`config.mk`:
```
export PLATFORM = sky130hd
export DESIGN_NAME = audio_i2s_tx
export DESIGN_NICKNAME = d
export VERILOG_FILES = /design/src/rtl/audio_pkg.sv /design/src/rtl/audio_sat.sv /design/src/rtl/audio_i2s_tx.sv
export SDC_FILE = /design/constraint.sdc
export NUM_CORES = 1
export LEC_CHECK = 0
export BUFFER_PORTS_ARGS = -buffer_cell sky130_fd_sc_hd__buf_2
export CELL_PAD_IN_SITES_DETAIL_PLACEMENT = 0
export CELL_PAD_IN_SITES_GLOBAL_PLACEMENT = 1
export CORE_UTILIZATION = 40
export DETAILED_ROUTE_END_ITERATION = 8
export PLACE_DENSITY = 0.83
export SKIP_CTS_REPAIR_TIMING = 1
export SYNTH_ARGS = -nofsm -noshare
export SYNTH_HDL_FRONTEND = slang
export SYNTH_SLANG_ARGS = --single-unit
export TNS_END_PERCENT = 30
```
`constraint.sdc`:
```
create_clock -name i_clk -period 3 [get_ports i_clk]
set_clock_uncertainty 0.1 [all_clocks]
set_input_delay 0.3 -clock i_clk [delete_from_list [all_inputs] [get_ports i_clk]]
set_output_delay 0.3 -clock i_clk [all_outputs]
set_load 0.005 [all_outputs]
```
`src/rtl/audio_pkg.sv`:
```
// rtl/audio_pkg.sv - shared widths and types for the audio output path
package audio_pkg;
  localparam int AUDIO_SAMPLE_W = 16;
  localparam int I2S_SLOT_BITS  = 32;
  localparam int I2S_FRAME_BITS = 64;
  localparam int PSG_OUT_W      = 23;
  localparam int BIT_CNT_W      = $clog2(I2S_FRAME_BITS);

  typedef logic signed [AUDIO_SAMPLE_W-1:0] sample_t;
  typedef logic [BIT_CNT_W-1:0]             bit_cnt_t;
endpackage

```
`src/rtl/audio_sat.sv`:
```
// rtl/audio_sat.sv - arithmetic right shift followed by signed saturation
module audio_sat #(
  parameter int IN_W  = 23,
  parameter int OUT_W = 16,
  parameter int SHIFT = 6
) (
  input  logic signed [IN_W-1:0]  i_x,
  output logic signed [OUT_W-1:0] o_y
);
  localparam logic signed [IN_W-1:0] MAX_V = IN_W'(2 ** (OUT_W - 1) - 1);
  localparam logic signed [IN_W-1:0] MIN_V = ~MAX_V;

  logic signed [IN_W-1:0] w_y;

  assign w_y = i_x >>> SHIFT;

  always_comb begin
    o_y = w_y[OUT_W-1:0];
    if (w_y > MAX_V) begin
      o_y = {1'b0, {(OUT_W-1){1'b1}}};
    end else if (w_y < MIN_V) begin
      o_y = {1'b1, {(OUT_W-1){1'b0}}};
    end
  end
endmodule

```
`src/rtl/audio_i2s_tx.sv`:
```
// rtl/audio_i2s_tx.sv - paces the PSG once per frame and serialises 16-bit
// saturated left/right samples as a Philips I2S stream
module audio_i2s_tx
  import audio_pkg::*;
#(
  parameter int BCLK_DIV = 4,
  parameter int SHIFT    = 6
) (
  input  logic                        i_clk,
  input  logic                        i_rst,
  input  logic signed [PSG_OUT_W-1:0] i_left_in,
  input  logic signed [PSG_OUT_W-1:0] i_right_in,
  output logic                        o_next_sample,
  output logic                        o_i2s_bclk,
  output logic                        o_i2s_lrck,
  output logic                        o_i2s_data
);
  localparam int DIV_W = (BCLK_DIV > 1) ? $clog2(BCLK_DIV) : 1;
  localparam logic [DIV_W-1:0] DIV_LAST = DIV_W'(BCLK_DIV - 1);

  logic [DIV_W-1:0] r_div_cnt;
  bit_cnt_t         r_bit_cnt;
  logic             r_bclk;
  logic             r_lrck;
  logic             r_data;
  logic             r_next_sample;
  sample_t          r_hold_l;
  sample_t          r_hold_r;

  logic     w_tick;
  bit_cnt_t w_bit_nxt;
  sample_t  w_slot;
  logic [3:0] w_idx;
  logic     w_data_nxt;
  sample_t  w_sat_l;
  sample_t  w_sat_r;

  audio_sat #(.IN_W(PSG_OUT_W), .OUT_W(AUDIO_SAMPLE_W), .SHIFT(SHIFT)) u_sat_l (
    .i_x (i_left_in),
    .o_y (w_sat_l)
  );

  audio_sat #(.IN_W(PSG_OUT_W), .OUT_W(AUDIO_SAMPLE_W), .SHIFT(SHIFT)) u_sat_r (
    .i_x (i_right_in),
    .o_y (w_sat_r)
  );

  assign w_tick    = (r_div_cnt == DIV_LAST);
  assign w_bit_nxt = r_bit_cnt + BIT_CNT_W'(1);
  assign w_slot    = w_bit_nxt[BIT_CNT_W-1] ? r_hold_r : r_hold_l;
  assign w_idx     = 4'(5'd16 - w_bit_nxt[4:0]);

  // Slot bit 0 is the one-BCLK I2S delay; the word occupies bits 1..16.
  always_comb begin
    w_data_nxt = 1'b0;
    if (w_bit_nxt[4:0] >= 5'd1 && w_bit_nxt[4:0] <= 5'd16) begin
      w_data_nxt = w_slot[w_idx];
    end
  end

  always_ff @(posedge i_clk) begin
    if (i_rst) begin
      r_div_cnt     <= '0;
      r_bit_cnt     <= '1;
      r_bclk        <= 1'b0;
      r_lrck        <= 1'b0;
      r_data        <= 1'b0;
      r_next_sample <= 1'b0;
      r_hold_l      <= '0;
      r_hold_r      <= '0;
    end else begin
      r_next_sample <= 1'b0;
      r_div_cnt     <= w_tick ? '0 : r_div_cnt + DIV_W'(1);
      if (w_tick) begin
        r_bclk <= ~r_bclk;
        // Falling edge: advance the bit and present the next data bit.
        if (r_bclk) begin
          r_bit_cnt <= w_bit_nxt;
          r_lrck    <= w_bit_nxt[BIT_CNT_W-1];
          r_data    <= w_data_nxt;
          if (w_bit_nxt == '0) begin
            r_hold_l      <= w_sat_l;
            r_hold_r      <= w_sat_r;
            r_next_sample <= 1'b1;
          end
        end
      end
    end
  end

  assign o_next_sample = r_next_sample;
  assign o_i2s_bclk    = r_bclk;
  assign o_i2s_lrck    = r_lrck;
  assign o_i2s_data    = r_data;
endmodule

```
==> results of run 1 <==
-- worst max-delay path, delay by kind of cell (launching register included) --
family                     cells  cell delay, ns
AOI/OAI and AO/OA              4            0.68
adders and majority gates      1            0.44
buffers and inverters          1            0.07
DFF                            1            0.47
and+or+nand+nor                2            0.55
-- cell type report --
| class | count | area (um2) | area share |
|---|---|---|---|
| sequential | 44 | 881 | 0.336 |
| tap | 72 | 90.1 | 0.0344 |
| clock inverter | 2 | 12.5 | 0.00477 |
| inverter | 2 | 7.51 | 0.00286 |
| multi-input combinational | 205 | 1330 | 0.505 |
| timing repair buffer | 43 | 238 | 0.0906 |
| clock buffer | 5 | 68.8 | 0.0262 |
-- metal layers --
layer | global-route usage | vias up | wire, um
met1 | 0.262 | 904 | 2650
met2 | 0.289 | 44 | 2350
met5 | 0 | - | 0
li1 | - | 1065 | -
met4 | 0.0444 | 0 | 42
met3 | 0.0391 | 4 | 248
-- Yosys cell counts (2+ instances only) --
cell      number
dfxtp_1       44
a21oi_1       37
nor2_1        37
a211oi_1      32
clkbuf_1      14
mux2i_1       11
nand2_1       11
nor3_1         7
nand3_1        6
nand2b_1       5
o21ai_0        5
buf_4          4
nor2b_1        4
o21bai_1       4
xnor2_1        4
clkbuf_8       3
ha_1           3
nand4_1        3
a31oi_1        2
a32oi_1        2
and3_2         2
and4_1         2
buf_6          2
inv_1          2
nand3b_1       2
nor3b_1        2
o311ai_0       2
or3b_2         2
-- per-stage QoR --
stage | setup slack [ns] | total power [mW] | util
2_1_floorplan | 0.790 | 0.690 | -
3_3_place_gp | 0.594 | 0.725 | 0.453
3_5_place_dp | 0.590 | 0.727 | 0.453
4_1_cts | 0.574 | 1.08 | 0.468
5_1_grt | 0.361 | 1.11 | 0.468
6_report | 0.553 | 1.07 | 0.468
-- flip-flops by register name, summed over array words and instances (netlist names) --
| signal | cells |
|---|---|
| o_i2s_bclk | 1 |
| r_hold_l | 16 |
| r_bit_cnt | 6 |
| o_i2s_lrck | 1 |
| o_next_sample | 1 |
| o_i2s_data | 1 |
| r_hold_r | 16 |
| r_div_cnt | 2 |
-- placed cells by master, fill, tap and decap left out, types with 5 or more instances in the layout --
master     n
a211oi_1  32
a21oi_1   37
buf_2     39
clkbuf_8   5
dfxtp_1   44
mux2i_1   11
nand2_1   11
nand2b_1   5
nand3_1    6
nor2_1    37
nor3_1     7
o21ai_0    5
-- power by group through the flow --
stage | combinational [mW] | clock, mW | sequential (mW)
2_1_floorplan | 0.0795 | 0 | 0.611
3_3_place_gp | 0.113 | 0 | 0.612
3_5_place_dp | 0.115 | 0 | 0.612
4_1_cts | 0.115 | 0.362 | 0.599
5_1_grt | 0.130 | 0.383 | 0.600
6_report | 0.114 | 0.352 | 0.598
-- how the worst max path moves through the flow --
stage,start,end,cells past startpoint
global route,r_bit_cnt[1],o_i2s_data,8
CTS,r_bit_cnt[1],o_i2s_data,8
global placement,r_bit_cnt[3],o_i2s_data,7
detailed placement,r_bit_cnt[1],o_i2s_data,8
floorplan,r_bit_cnt[0],o_i2s_data,9
finish,r_bit_cnt[1],o_i2s_data,8
-- kinds of logic (layout without fill, tap and decap cells) --
| logic type | count (synthesis) | in the layout | synth area share |
|---|---|---|---|
| AO/OA/AOI/OAI | 93 | 93 | 0.258 |
| XOR/XNOR | 5 | 5 | 0.0265 |
| adder cells (fa/ha/maj) | 3 | 3 | 0.0159 |
| buffers and inverters | 26 | 52 | 0.0673 |
| flip-flops | 44 | 44 | 0.373 |
| multiplexers | 13 | 13 | 0.0578 |
| AND/OR/NAND/NOR | 91 | 91 | 0.201 |
==> results_dict.tcl, run 1 <==
set metrics [dict create \
    synth_top_area_frac 0.373 \
    cts.sinks 44 \
    syn2layout_area_growth_pct 11.1 \
    cp_max_fo 13 \
    instances_no_fill 373 \
    worstPathArrival_ns 2.53 \
    switchingPower_mw 0.264 \
    antenna_left 0 \
    ir_drop_mv 0.174 \
    status "complete, no violations" \
    setup.worst_path.class "reg2reg" \
    sequentialPowerShare 0.562 \
    drive_gt1_frac 0.209 \
    synthCells 275 \
    nFillCells 588 \
    drv_cap 0 \
    max_stage_delay_ns 0.47 \
    r2r_end "o_i2s_data" \
    synth_async_sr_flop_share 0 \
    crit_path_end_kind "flop" \
    tns_ns 0 \
    start_util 0.421 \
    hold_class "in2reg" \
    synth_area_leader_cell "dfxtp_1" \
    placedCellCount 366 \
    dieArea_um2 6210 \
    hold_end "r_hold_l[15]" \
    die_w_um 78.8 \
    internal-power_mw 0.802 \
    dieHeight_um 78.8 \
    min_from "i_left_in[22]" \
    synth-edff-count 0 \
    combPwrFrac 0.107 \
    fmax_mhz 409 \
    start_kind "flop" \
    portBuffers 39 \
    slowest_stage "dfxtp_1" \
    place_congestion 0.871 \
    ff2ff_setup_slack_ns 0.55 \
    top_level_ports 52 \
    cp_cell_sequence "inv_1 > ha_1 > nand2b_1 > o311ai_0 > a21oi_1 > and3_2 > a31oi_1 > a211oi_2" \
    dr.pass1.iters 4 \
    rows 27 \
    p_sw_frac 0.247 \
    grt_usage 0.186 \
    nets 352 \
    synth_top_flop_cell "dfxtp_1" \
    pwr-share-clk 0.331 \
    stdcell_area_um2 2620 \
    dpl_cell_area_um2 2540 \
    synth.ff_latch_count 44 \
    max_slew.worst_pin.slew_ns 0.951 \
    clockBufferDepth 2 \
    cts.clk_slew.worst_paths_ns 0.08 \
    fin_crit_ns 2.45 \
    power.density_nw_per_um2 406 \
    antenna_found_initial 0 \
    clk-insertion-delay-late_ns 0.29 \
    viasPerCell 5.41 \
    period_share 0.816 \
    coreArea_um2 5610 \
    grt_pass1_wl_mm 9.06 \
    dp_hpwl_mm 3.81 \
    drt-initial-drc-count 141 \
    synth_warnings 0 \
    maxSlewViolCount 0 \
    hold_violations 0 \
    cts_tree "done" \
    drt-total-wl_mm 5.29 \
    regToRegStartpoint "r_bit_cnt[1]" \
    whs_ns 0.172 \
    synthesis.nets 326 \
    grt_pass1_vias 1852 \
    setup_viol_count_final 0 \
    vias 2017 \
    grt_overflow 0 \
    htree_levels 2 \
    synthDistinctLibCells 49 \
    syn_area_um2 2360 \
    power.leakage_nw 1.02 \
    diodes 0 \
    ys_seq_area_frac 0.373 \
    reg2reg_depth 8 \
    rsz0062_at_grt "false" \
    drc 0 \
    numCtsBuffers 5 \
    grt_start_max_net_pins 53 \
    routedWlPerCell_um 14.2 \
    synth_area_leaders "dfxtp_1 (37%), a211oi_1 (10%), a21oi_1 (7.8%)" \
    hold_depth 3 \
    slew_headroom 0.365 \
    worstPathRequired_ns 3.08 \
    root_buffer "clkbuf_8" \
    avgSynthCellArea_um2 8.58 \
]
(Power assumes the default switching activity.)
==> run 2, diff against run 1 <==
==> constraint.sdc (replaced) <==
create_clock -name i_clk -period 2.6 [get_ports i_clk]
set_clock_uncertainty 0.1 [all_clocks]
set_input_delay 0.26 -clock i_clk [delete_from_list [all_inputs] [get_ports i_clk]]
set_output_delay 0.26 -clock i_clk [all_outputs]
set_load 0.005 [all_outputs]
==> run 2 against run 1 <==
- die area is the same
- global-route usage grew 0.77 points
- via count grew 1.3%
- utilization grew 1.1 points
- maximum frequency grew 6.1%
- critical endpoint unchanged
- largest power group unchanged
==> results_dict.tcl, run 2 (synthesis gave the netlist of run 1 again) <==
set metrics [dict create \
    hold_violations 0 \
    max_slew.worst_pin.slew_ns 0.807 \
    path_delay_family "compound AO/OA/AOI/OAI gates" \
    combPwrFrac 0.108 \
    htree_levels 2 \
    dp_hpwl_mm 3.85 \
    vias 2043 \
    grt_usage 0.194 \
    slowest_stage "dfxtp_1" \
    place_congestion 0.903 \
    grt_pass1_wl_mm 9.25 \
    max_stage_delay_ns 0.47 \
    drt-total-wl_mm 5.40 \
    grt_pass1_vias 1909 \
    diodes 0 \
    multiInputGateArea_um2 1330 \
    drive_gt1_frac 0.227 \
    layout_setup_ws_ns 0.294 \
    grt_overflow 0 \
    viasPerCell 5.36 \
    coreArea_um2 5610 \
    dieHeight_um 78.8 \
    rows 27 \
    crit_path_end_kind "flop" \
    nets 359 \
    dr.pass1.iters 4 \
    numCtsBuffers 5 \
    worstPathRequired_ns 2.69 \
    p_total_mw 1.26 \
    cts.clk_slew.worst_paths_ns 0.09 \
    antenna_left 0 \
    cts_tree "done" \
    tns_ns 0 \
    internal-power_mw 0.937 \
    status "complete, no violations" \
    nFillCells 586 \
    drc 0 \
    power.leakage_nw 1.06 \
    dieArea_um2 6210 \
    ff2ff_setup_slack_ns 0.29 \
    top_level_ports 52 \
    r2r_end "o_i2s_data" \
    slew_headroom 0.462 \
    p_sw_frac 0.256 \
    drt-initial-drc-count 184 \
    sequentialPowerShare 0.548 \
    regToRegStartpoint "r_bit_cnt[1]" \
    hold_end "r_hold_l[15]" \
    min_from "i_left_in[22]" \
    regArea_um2 881 \
    fmax_mhz 434 \
    reg2reg_depth 9 \
    maxSlewViolCount 0 \
    rsz0062_at_grt "false" \
    syn2layout_area_growth_pct 13.7 \
    setup_viol_count_final 0 \
    cts.sinks 44 \
    clk-insertion-delay-late_ns 0.30 \
    switchingPower_mw 0.322 \
    worstPathArrival_ns 2.39 \
    setup.worst_path.class "reg2reg" \
    die_w_um 78.8 \
    layout_commonest_cell "dfxtp_1" \
    routedWlPerCell_um 14.2 \
    start_kind "flop" \
    ir_drop_mv 0.295 \
    antenna_found_initial 0 \
    grt_start_max_net_pins 46 \
    fin_crit_ns 2.31 \
    hold_class "in2reg" \
    start_util 0.421 \
    layout_common_cells "dfxtp_1 (44), buf_2 (39), a21oi_1 (37), nor2_1 (37), a211oi_1 (32)" \
    hold_depth 3 \
    crit_buf_inv 1 \
    place_ws_ns 0.330 \
    cp_max_fo 8 \
    drv_cap 0 \
    portBuffers 39 \
    reg_top3 "r_hold_l x16, r_hold_r x16, r_bit_cnt x6" \
    root_buffer "clkbuf_8" \
    cp_cell_sequence "inv_1 > ha_1 > nand2b_1 > o21a_1 > o211ai_1 > o21ai_0 > a21oi_1 > o31a_1 > a211oi_2" \
    power.density_nw_per_um2 470 \
    pwr-share-clk 0.344 \
    period_share 0.887 \
    clockBufferDepth 2 \
]
==> run 2: changes by cell type in the layout (fill, tap and decap cells not counted), sizes merged <==
| cell | before | now |
|---|---|---|
| clkbuf | 5 | 6 |
| buf | 43 | 50 |
==> run 2: metrics by stage <==
step	instance area, um2	std cells	util	hold WS, ns
global route	2680	381	0.478	0.147
detailed placement	2590	373	0.463	0.323
global placement	2590	373	0.463	0.312
finish	2680	381	0.478	0.125
floorplan	2360	275	-	0.304
CTS	2680	381	0.478	0.122
==> run 2: layout make-up <==
class	instances	share of cell area
multi-input combinational	205	0.494
sequential	44	0.328
timing repair buffer	50	0.108
tap	72	0.0336
clock buffer	6	0.0271
clock inverter	2	0.00606
inverter	2	0.00280
==> run 2: how the worst max path moves through the flow <==
stage	slack (ns)	startpoint	cells past startpoint	endpoint
floorplan	0.39	r_bit_cnt[0]	9	o_i2s_data
global placement	0.37	r_bit_cnt[1]	8	o_i2s_data
detailed placement	0.33	r_bit_cnt[1]	9	o_i2s_data
CTS	0.29	r_bit_cnt[1]	9	o_i2s_data
global route	0.06	r_bit_cnt[1]	8	o_i2s_data
finish	0.29	r_bit_cnt[1]	9	o_i2s_data
==> run 2: power groups by stage <==
stage / Sequential [mW] / Clock, mW / Combinational, mW
2_1_floorplan: 0.705 / 0 / 0.0918
3_3_place_gp: 0.706 / 0 / 0.135
3_5_place_dp: 0.706 / 0 / 0.136
4_1_cts: 0.691 / 0.445 / 0.137
5_1_grt: 0.692 / 0.469 / 0.154
6_report: 0.691 / 0.433 / 0.136
==> run 2: worst min-delay path, cell delays in order <==
cell	delay, ns
buf_2	0.10
mux2i_1	0.06
nor2_1	0.07
==> run 2: per-layer routing <==
metal | track usage | share of wire | wire length [um]
met4 | 0.0870 | 0.026 | 138
met2 | 0.294 | 0.45 | 2450
met1 | 0.262 | 0.48 | 2570
met3 | 0.0425 | 0.044 | 238
met5 | 0 | 0 | 0
==> run 3, diff against run 2 <==
--- a/config.mk
+++ b/config.mk
@@ -6,11 +6,10 @@
 export NUM_CORES = 1
 export LEC_CHECK = 0
 export BUFFER_PORTS_ARGS = -buffer_cell sky130_fd_sc_hd__buf_2
-export CELL_PAD_IN_SITES_DETAIL_PLACEMENT = 0
-export CELL_PAD_IN_SITES_GLOBAL_PLACEMENT = 1
-export CORE_UTILIZATION = 40
+export CORE_UTILIZATION = 54
 export DETAILED_ROUTE_END_ITERATION = 8
-export PLACE_DENSITY = 0.83
+export GPL_TIMING_DRIVEN = 1
+export PLACE_DENSITY = 0.85
 export SKIP_CTS_REPAIR_TIMING = 1
 export SYNTH_ARGS = -nofsm -noshare
 export SYNTH_HDL_FRONTEND = slang
==> run 3 against run 2 <==
- routed wire length is 5.1% lower
- register-to-register slack lost 0.04 ns
- flip-flop and latch count did not move
- first-iteration DRC count decreased by 54%
- non-clock buffer count down 5
- clock power grew 20%
- count of clock-buffer cells in the layout is 1 lower
- highest routed layer unchanged
==> results_dict.tcl, run 3 (synthesis gave the netlist of run 1 again) <==
set metrics [dict create \
    status "complete, no violations" \
    drv_cap 0 \
    clockBufferDepth 2 \
    fin_crit_ns 2.34 \
    dr.pass1.iters 7 \
    antenna_found_initial 0 \
    power.density_nw_per_um2 509 \
    vias 2104 \
    coreArea_um2 4090 \
    rsz0062_at_grt "false" \
    dieArea_um2 4640 \
    power.leakage_nw 1.05 \
    dieHeight_um 68.1 \
    cts_tree "done" \
    drive_gt1_frac 0.217 \
    hold_end "r_hold_r[15]" \
    clk-insertion-delay-late_ns 0.30 \
    reg_top3 "r_hold_l x16, r_hold_r x16, r_bit_cnt x6" \
    routedWlPerCell_um 14.5 \
    cp_max_fo 10 \
    grt_usage 0.248 \
    grt_pass1_wl_mm 8.54 \
    reg2reg_depth 10 \
    setup.worst_path.class "reg2reg" \
    max_slew.worst_pin.slew_ns 0.926 \
    root_buffer "clkbuf_8" \
    crit_path_end_kind "flop" \
    maxSlewViolCount 0 \
    layout_common_cells "dfxtp_1 (44), buf_2 (39), a21oi_1 (37), nor2_1 (37), a211oi_1 (32)" \
    grt.met3_usage 0.0600 \
    drc 0 \
    ff2ff_setup_slack_ns 0.26 \
    cts.clk_slew.worst_paths_ns 0.08 \
    slew_headroom 0.381 \
    dp_hpwl_mm 3.59 \
    min_from "i_right_in[22]" \
    period_share 0.902 \
    grt_pass1_vias 1827 \
    grt-busiest-layer "met2" \
    top_level_ports 52 \
    drt-total-wl_mm 5.12 \
    rows 23 \
    grt_overflow 0 \
    layout_commonest_cell "dfxtp_1" \
    ir_drop_mv 0.343 \
    fmax_mhz 426 \
    syn2layout_area_growth_pct 11.9 \
    antenna_left 0 \
    start_kind "flop" \
    setup_viol_count_final 0 \
    grt_use_met2 0.377 \
    htree_levels 2 \
    start_util 0.577 \
    die_w_um 68.1 \
    hold_violations 0 \
    drt-initial-drc-count 84 \
    nFillCells 335 \
    grt_start_max_net_pins 55 \
    diodes 0 \
    place_congestion 0.904 \
    viasPerCell 5.94 \
    hold_depth 3 \
    worstPathArrival_ns 2.44 \
    r2r_end "o_i2s_data" \
    grtUsageMet1 0.332 \
    nets 354 \
    tns_ns 0 \
    p_total_mw 1.34 \
    worstPathRequired_ns 2.69 \
    portBuffers 39 \
    cts.sinks 44 \
    hold_class "in2reg" \
    regToRegStartpoint "r_bit_cnt[1]" \
    numCtsBuffers 5 \
]
==> run 3: worst max-delay path by stage <==
stage	from	end	slack, ns	cells past startpoint
after global placement	r_bit_cnt[1]	o_i2s_data	0.40	10
after CTS	r_bit_cnt[3]	r_hold_l[11]	0.28	6
after global routing	r_bit_cnt[1]	o_i2s_data	0.01	10
final	r_bit_cnt[1]	o_i2s_data	0.26	10
after floorplan	r_bit_cnt[0]	o_i2s_data	0.39	9
after detailed placement	r_bit_cnt[1]	o_i2s_data	0.35	10
==> run 3: layout make-up <==
class / instances / area, um2 / area share
flip-flops and latches: 44 / 881 / 0.334
clock buffers: 5 / 68.8 / 0.0261
inverters: 2 / 7.51 / 0.00284
repair buffers: 45 / 253 / 0.0957
multi-input cells: 205 / 1330 / 0.502
clock inverters: 3 / 42.5 / 0.0161
well taps: 50 / 62.6 / 0.0237
==> run 3: through the flow <==
stage               utilization  area (um2)  hold slack (ns)  setup slack (ns)  cells
detailed placement        0.619        2530            0.338             0.345    346
global route              0.646        2640            0.158           0.00986    354
floorplan                     -        2360            0.304             0.390    275
global placement          0.619        2530            0.313             0.397    346
CTS                       0.646        2640            0.121             0.282    354
finish                    0.646        2640            0.119             0.255    354
==> run 3: worst max-delay path, stage by stage, from the launching register on <==
cell and delay, ns:
dfxtp_1 0.46, inv_1 0.08, ha_1 0.32, buf_4 0.18, nor2b_1 0.31, nand2_1 0.09
o311ai_0 0.11, a21oi_1 0.07, and3_2 0.19, a31oi_1 0.22, a211oi_2 0.10
==> run 3: layer usage <==
metal / vias to the layer above / share of wire / wire length [um]
met2: 77 / 0.48 / 2450
met3: 10 / 0.061 / 310
met5: - / 0 / 0
li1: 1058 / - / -
met4: 0 / 0.017 / 88
met1: 959 / 0.44 / 2270
==> run 3: where the power goes <==
group | switching, mW | internal [mW] | leakage (nW) | total [mW]
registers | 0.00741 | 0.684 | 0.355 | 0.691
logic | 0.0720 | 0.0601 | 0.639 | 0.132
clock network | 0.235 | 0.284 | 0.0541 | 0.519
